===== config.mk =====
export PLATFORM = sky130hd
export DESIGN_NAME = tpu_instr_buffer
export DESIGN_NICKNAME = d
export VERILOG_FILES = /design/src/rtl/tpu_pkg.sv /design/src/rtl/tpu_imem_1r1w.sv /design/src/rtl/tpu_instr_buffer.sv
export SDC_FILE = /design/constraint.sdc
export NUM_CORES = 1
export LEC_CHECK = 0
export CORE_ASPECT_RATIO = 1.25
export CORE_MARGIN = 4
export CORE_UTILIZATION = 64
export DETAILED_ROUTE_END_ITERATION = 16
export PLACE_DENSITY = 0.92
export SETUP_SLACK_MARGIN = 0.1
export SLEW_MARGIN = 20
export SYNTH_ARGS = -nofsm -noshare
export SYNTH_HDL_FRONTEND = slang
export SYNTH_SLANG_ARGS = --single-unit

===== constraint.sdc =====
create_clock -name clk -period 5.2 [get_ports clk]
set_input_delay 0.52 -clock clk [delete_from_list [all_inputs] [get_ports clk]]
set_output_delay 0.52 -clock clk [all_outputs]
set_load 0.005 [all_outputs]

===== src/rtl/tpu_pkg.sv =====
// Shared constants, FSM state type and helpers for the TPU instruction buffer.
// Keeps opcode/NOP encodings in one place for the buffer and its memory.
package tpu_pkg;

  localparam int          IMEM_DEPTH = 32;
  localparam int          IMEM_AW    = 5;
  localparam logic [5:0]  HALT_OPC   = 6'h3F;
  localparam logic [31:0] NOP_WORD   = 32'h0000_0000;

  typedef enum logic [1:0] {
    ST_IDLE = 2'd0,
    ST_RUN  = 2'd1,
    ST_DONE = 2'd2
  } exec_state_e;

  // Program length after writing slot addr: max(len, addr+1).
  function automatic logic [5:0] grow_len(input logic [5:0] len, input logic [4:0] addr);
    logic [5:0] cand;
    cand = {1'b0, addr} + 6'd1;
    return (cand > len) ? cand : len;
  endfunction

endpackage


===== src/rtl/tpu_imem_1r1w.sv =====
// 32x32 instruction store: one write port, one registered read port (1-cycle latency).
// The read register can return NOP instead of a stored word and holds when not read.
module tpu_imem_1r1w
  import tpu_pkg::*;
(
  input  logic                clk,
  input  logic                rst_n,
  input  logic                we_i,
  input  logic [IMEM_AW-1:0]  waddr_i,
  input  logic [31:0]         wdata_i,
  input  logic                re_i,
  input  logic [IMEM_AW-1:0]  raddr_i,
  input  logic                rnop_i,
  output logic [31:0]         rdata_o
);

  logic [31:0] mem_q [IMEM_DEPTH];
  logic [31:0] rdata_q;

  // Array carries no reset so it maps onto distributed RAM.
  always_ff @(posedge clk) begin
    if (we_i) mem_q[waddr_i] <= wdata_i;
  end

  always_ff @(posedge clk or negedge rst_n) begin
    if (!rst_n) begin
      rdata_q <= '0;
    end else if (re_i) begin
      rdata_q <= rnop_i ? NOP_WORD : mem_q[raddr_i];
    end
  end

  assign rdata_o = rdata_q;

endmodule


===== src/rtl/tpu_instr_buffer.sv =====
// Instruction buffer: UART-loaded program store plus IDLE/RUN/DONE execution FSM.
// Fetches return one cycle later, one per cycle; writes during RUN are rejected.
module tpu_instr_buffer
  import tpu_pkg::*;
(
  input  logic        clk,
  input  logic        rst_n,
  input  logic        wr_en,
  input  logic [4:0]  wr_addr,
  input  logic [31:0] wr_data,
  input  logic        start,
  input  logic        abort,
  input  logic        fetch_en,
  input  logic [7:0]  fetch_addr,
  output logic [31:0] instr_data,
  output logic        instr_valid,
  output logic        exec_active,
  output logic        exec_done,
  output logic        fetch_oob,
  output logic        wr_blocked,
  output logic [5:0]  prog_len,
  output logic [15:0] exec_cycles
);

  exec_state_e state_q, state_d;
  logic [5:0]  prog_len_q, prog_len_d, eff_len;
  logic [15:0] exec_cycles_q, exec_cycles_d;
  logic        instr_valid_q, fetch_oob_q, wr_blocked_q, exec_active_q, exec_done_q;
  logic        in_run, halt_hit, wr_ok, fetch_go, fetch_in_range;

  always_comb begin
    in_run         = (state_q == ST_RUN);
    halt_hit       = in_run && instr_valid_q && (instr_data[31:26] == HALT_OPC);
    wr_ok          = wr_en && !in_run;
    eff_len        = wr_ok ? grow_len(prog_len_q, wr_addr) : prog_len_q;
    fetch_in_range = ({2'b00, prog_len_q} > fetch_addr);
    // A fetch in the HALT cycle is dropped; abort outranks everything.
    fetch_go       = in_run && fetch_en && !abort && !halt_hit;
    prog_len_d     = eff_len;
    state_d        = state_q;
    exec_cycles_d  = exec_cycles_q;
    if (in_run && (exec_cycles_q != 16'hFFFF)) exec_cycles_d = exec_cycles_q + 16'd1;

    if (abort) begin
      state_d = ST_IDLE;
    end else if (in_run) begin
      if (halt_hit) state_d = ST_DONE;
    end else if (start) begin
      exec_cycles_d = '0;
      state_d       = (eff_len != 6'd0) ? ST_RUN : ST_DONE;
    end else if (wr_ok && (state_q == ST_DONE)) begin
      state_d = ST_IDLE;
    end
  end

  always_ff @(posedge clk or negedge rst_n) begin
    if (!rst_n) begin
      state_q       <= ST_IDLE;
      prog_len_q    <= '0;
      exec_cycles_q <= '0;
      instr_valid_q <= 1'b0;
      fetch_oob_q   <= 1'b0;
      wr_blocked_q  <= 1'b0;
      exec_active_q <= 1'b0;
      exec_done_q   <= 1'b0;
    end else begin
      state_q       <= state_d;
      prog_len_q    <= prog_len_d;
      exec_cycles_q <= exec_cycles_d;
      instr_valid_q <= fetch_go;
      fetch_oob_q   <= fetch_go && !fetch_in_range;
      wr_blocked_q  <= wr_en && in_run;
      exec_active_q <= (state_d == ST_RUN);
      exec_done_q   <= (state_d == ST_DONE);
    end
  end

  tpu_imem_1r1w u_imem (
    .clk     (clk),
    .rst_n   (rst_n),
    .we_i    (wr_ok),
    .waddr_i (wr_addr),
    .wdata_i (wr_data),
    .re_i    (fetch_go),
    .raddr_i (fetch_addr[4:0]),
    .rnop_i  (!fetch_in_range),
    .rdata_o (instr_data)
  );

  assign instr_valid = instr_valid_q;
  assign fetch_oob   = fetch_oob_q;
  assign wr_blocked  = wr_blocked_q;
  assign prog_len    = prog_len_q;
  assign exec_cycles = exec_cycles_q;
  assign exec_active = exec_active_q;
  assign exec_done   = exec_done_q;

endmodule


# [Word level (Yosys, flattened, before mapping)]
# Memory sizes are Yosys's and may differ from the RTL's.
# Index checks and enable logic that the tools add are counted.
[op_classes] n_reduce_logical=15 muxes=15 eq_ne=6 order_cmp=2 addsub=2
[op_table] cell="two-way mux 16 bit" count=4
[op_table] cell="two-way mux 32 bit" count=1
[op_table] cell="adder 16 x 1 -> 16 bit, second input constant" count=1
[op_table] cell="!= test 16 bit, second input constant" count=1
[op_table] cell="two-way mux 2 bit" count=6
[op_table] cell="two-way mux 6 bit" count=2
[op_table] cell="logical AND 1 bit" count=10
[op_table] cell="greater-than comparator 6 x 8 -> 1 bit" count=1
[op_table] cell="adder 5 x 1 -> 6 bit, second input constant" count=1
[op_table] cell="== test 6 bit, second input constant" count=1
[op_table] cell="greater-than comparator 6 bit" count=1
[op_table] cell="nonzero test 6 bit" count=1
[op_table] cell="== test 2 x 1 -> 1 bit, second input constant" count=2
[op_table] cell="== test 2 bit, second input constant" count=2
[op_table] cell="zero test 1 bit" count=4
[op_table] cell="two-way mux 1 bit" count=2
[word_totals] register_bits=61 ram_bits=1024 inputBits=51 elab_cells=50 memories=1 out_inout_bits=59
[memory_table] memory="u_imem.mem_q" words=32 word_bits=32 read_ports=1 rd_clocked_by_memory_dff=0 wr=1 line="tpu_imem_1r1w.sv:17" source="logic [31:0] mem_q [IMEM_DEPTH];"

# [Depth between registers and ports, before layout]
[depth] depth_word=10 mapped_depth=11 mapped_depth_nobuf=10

# [Cells and area by module]
# Synthesis repeated with hierarchy kept, for this count alone.
[hier_totals] hier_cells=2173 hier_area_um2=42562.1
[modules_own_cells] module="tpu_imem_1r1w" cells_per_inst=1968 area_each_um2=40720.3 instances=1
[modules_own_cells] module="tpu_instr_buffer" cells_per_inst=205 area_each_um2=1841.8 instances=1

# [Least setup slack after synthesis]
# OpenSTA, ideal clock, no wires.
[synth_path] path_type="input to register" startpoint="input port wr_addr[2]" endpoint="memory u_imem.mem_q[16][0], enable pin" setup_ns=0.421 setup_slack_ns=2.203 t_required_ns=4.779 path_stages=3 arrival_ns=2.575 cell_sequence="clkbuf_1 -> or3b_2 -> nor2_1"
[synth_lines] element="start, declared" line="tpu_instr_buffer.sv:9" source="input logic [4:0] wr_addr,"
[synth_lines] element="end, declared" line="tpu_imem_1r1w.sv:17"
# No word-level cell before the write port.

# [Worst setup path after layout]
[layout_path] startpoint="input port wr_addr[3]" endpoint="register state_q[1]"
[layout_between] elab_chain_cells=9
[layout_rtl] element="adder 5 x 1 -> 6 bit (*)" line="tpu_pkg.sv:19" source="cand = {1'b0, addr} + 6'd1;"
[layout_rtl] element="greater-than comparator 6 bit" line="tpu_pkg.sv:20" source="return (cand > len) ? cand : len;"
[layout_rtl] element="two-way mux 6 bit (*)" line="tpu_pkg.sv:20"
[layout_rtl] element="two-way mux 6 bit (*)" line="tpu_instr_buffer.sv:35" source="eff_len = wr_ok ? grow_len(prog_len_q, wr_addr) : prog_len_q;"
[layout_rtl] element="nonzero test 6 bit (*)" line="tpu_instr_buffer.sv:50" source="state_d = (eff_len != 6'd0) ? ST_RUN : ST_DONE;"
[layout_rtl] element="two-way mux 2 bit (*)" line="tpu_instr_buffer.sv:50"
[layout_rtl] element="two-way mux 2 bit (*)" line="tpu_instr_buffer.sv:48" source="end else if (start) begin"
[layout_rtl] element="two-way mux 2 bit (*)" line="tpu_instr_buffer.sv:46" source="end else if (in_run) begin"
[layout_rtl] element="two-way mux 2 bit (*)" line="tpu_instr_buffer.sv:44" source="if (abort) begin"
[layout_rtl] element="named net state_d[1]" line="tpu_instr_buffer.sv:25" source="exec_state_e state_q, state_d;"
[layout_rtl] element="end signal, assigned" line="tpu_instr_buffer.sv:67" source="state_q <= state_d;"
[layout_rtl] element="end, declared" line="tpu_instr_buffer.sv:25"
# The timed path passes the listed nets; every way through them passes the cells marked *.
# A chain may end at the register's enable or synchronous reset.

==> results.yml <==
placed_design:
  dpl_cell_area_um2: 44290
  finalWeightedCongestion: 0.8806
  post-place-ws_ns: 1.159
  io_buffers: 109
  dp.cells: 2862
  post-dp-hpwl_um: 65680
synthesis:
  synth_enable_flop_cells: 1024
  synth-xor-area-share: 0.003546
  muxShareOfSynthArea: 0.1476
  synthCells: 1949
  ys.warnings.count: 0
  synthAdderAreaFrac: 0.005364
  synth_compound_area_frac: 0.03692
  synth-simple-area-share: 0.02122
  synthesis.area_um2: 41990
  synth-seq-cells: 1085
  synth_fp_nets: 2018
  synth_top_cell_by_area: "edfxtp_1"
  netlist.area_leader.share: 0.7324
  avgSynthCellArea_um2: 21.54
  synth_top_family_by_area: "multiplexers"
  synth_flop_cell: "edfxtp_1"
  ys_async_sr_fraction: 0.05622
  yosysSeqAreaShare: 0.7687
  synth_cell_types: 51
  synthTopCellsByArea: "edfxtp_1 73%, mux4_2 9.9%, mux4_1 4.5%, dfrtp_1 3.6%, a22oi_1 1.7%"
critical_path:
  cp.arrival_ns: 4.37
  crit_fanout: 14
  cp-start-kind: "input port"
  cp.required_ns: 5.72
  cp-end-kind: "register"
  reg2regPathDepth: 5
  path_class: "in2reg"
finish:
  regArea_um2: 32280
  drive_above_1_share: 0.2136
  layout_common_cells: "1024 x edfxtp_1, 184 x mux4_2, 97 x clkbuf_16, 96 x a22oi_1, 74 x clkdlybuf4s50_1"
  layout_commonest_cell: "edfxtp_1"
  fin_area_um2: 47210
  fin_cells: 3042
  multi_input_area_um2: 9296
  syn_to_final_growth_pct: 12.44
  n_fill_cell: 3166
  layout.nets: 2182
detailed_routing:
  viasPerCell: 7.886
  vias: 23990
  drtIter0Drc: 4465
  drc: 0
  ant_nets: 0
  routedWlPerCell_um: 41.19
  wl_um: 125300
  drt_first_pass_iters: 9
global_routing:
  grt_pass1_vias: 24150
  grt_pass1_wl_um: 177900
  gr-usage-all-layers: 0.3601
  grt_remaining_overflow: 0
  grt_max_degree: 93
  antenna_found_initial: 4
flow_run:
  timing.max_cap.violations: 0
clocking:
  cts_resized: 0
  clk_path_buf_depth: 3
  clk_latency_ns: 0.68
  ctsHoldBuffers: 0
  cts_buffers: 94
  cts_sinks: 1085
  clk_pin_slew_ns: 0.07
  cts_tree: "done"
  cts.htree.levels: 3
  postCtsSetupBuffers: 0
  root_buffer: "clkbuf_16"
timing:
  min_period_over_period: 0.7398
  worst_pin_slew_ns: 1.204
  clock_skew_ns: 0.03974
  relSlewSlack: 0.1949
  hold_viol_final: 0
  tns_ns: 0
  fin_crit_ns: 3.847
  fmax_mhz: 260.0
  layout_setup_ws_ns: 1.353
  finalMaxSlewViolations: 0
  setup_viol: 0
  rsz0062_at_grt: "no"
die:
  core_um2: 64670
  start_util: 0.6492
  die_x_um: 237.1
  dieArea_um2: 69790
  die_y_um: 294.4
  top_level_ports: 110
  rows: 104
power:
  p_per_area_nw_per_um2: 377.7
  power_mw: 17.83
  vdd_drop_max_v: 0.0002876
  p_leak_nw: 15.23
hold_path:
  hp-class: "in2async"
status:
  status: "finished clean"
==> cells by family (layout without fill, tap and decap cells) <==
kind of cell / Yosys count / count (layout)
DFF: 1085 / 1085
muxes: 272 / 272
AOI/OAI and AO/OA: 238 / 238
and+or+nand+nor: 201 / 201
buffers and inverters: 118 / 360
adders and majority gates: 18 / 18
xor gates and xnor gates: 17 / 17
other: 0 / 3
==> through the flow <==
stage	hold WS, ns	util
2_1_floorplan	0.2244	-
3_3_place_gp	0.4782	0.6839
3_5_place_dp	0.5009	0.6848
4_1_cts	0.03082	0.7312
5_1_grt	0.06328	0.7299
6_report	0.01401	0.7300
==> state kept, by name, summed over array words and instances (netlist names) <==
signal,cells
u_imem.mem_q,1024
wr_blocked,1
state_q,2
exec_cycles,16
instr_valid,1
prog_len,6
exec_active,1
u_imem.rdata_o,32
exec_done,1
fetch_oob,1
==> worst max-delay path: stages <==
cell and delay [ns]:
clkdlybuf4s50_1 0.70, nand3_1 0.44, nor3_1 0.47, ha_1 0.38
and4_1 0.25, a311o_1 0.40, a31oi_4 0.38, nand3_1 0.21
nor3b_1 0.21, nor3_1 0.40
==> cell type report <==
cell class,instances,area share
antenna,3,0.0001590
sequential,1085,0.6837
clock buffer,120,0.05452
clock inverter,54,0.009011
tap,848,0.02247
multi-input combinational,746,0.1969
inverter,18,0.001431
timing repair buffer,168,0.03180
==> cell usage after synthesis, types with 4 or more instances <==
cell and count:
edfxtp_1 1024, mux4_2 184, a22oi_1 96, nor2_1 90
mux4_1 72, a21oi_1 65, dfrtp_1 61, nand2_1 61
clkbuf_1 34, buf_2 29, o21ai_1 26, buf_6 19
ha_1 18, inv_1 17, o21ai_0 15, mux2i_1 14
buf_4 13, nand3_1 13, o22ai_1 13, xor2_1 13
a211oi_1 10, nand4_1 8, nor3_1 5, nand3b_1 4
xnor2_1 4
==> worst paths after layout <==
kind                                           startpoint                              to  slack [ns]
setup reg to reg                     state_q[0]$_DFF_PN0_  u_imem.mem_q[31][12]$_DFFE_PP_        1.78
setup / recovery                               wr_addr[3]            state_q[1]$_DFF_PN0_        1.35
min in group clk                              wr_data[20]  u_imem.mem_q[26][20]$_DFFE_PP_        0.38
max in group asynchronous                           rst_n  u_imem.rdata_o[15]$_DFFE_PN0P_        4.49
hold reg to reg            u_imem.rdata_o[23]$_DFFE_PN0P_  u_imem.rdata_o[23]$_DFFE_PN0P_        0.50
hold / removal                                      rst_n  u_imem.rdata_o[24]$_DFFE_PN0P_        0.01
==> per-layer routing <==
layer / routed length (um) / vias up / part of all wire / track usage
met2: 61040 / 2899 / 0.49 / 0.5854
met4: 10120 / 0 / 0.081 / 0.2095
li1: - / 8537 / - / -
met5: 0 / - / 0 / 0
met1: 36580 / 11820 / 0.29 / 0.4418
met3: 17560 / 730 / 0.14 / 0.09780
==> where the power goes <==
| part | total (mW) | internal [mW] | leakage [nW] | switching, mW |
|---|---|---|---|---|
| Sequential | 9.72 | 9.64 | 10.0 | 0.0783 |
| Clock | 7.04 | 3.77 | 1.46 | 3.27 |
| Combinational | 1.07 | 0.390 | 3.74 | 0.676 |
Power figures use the tool's default switching activity.
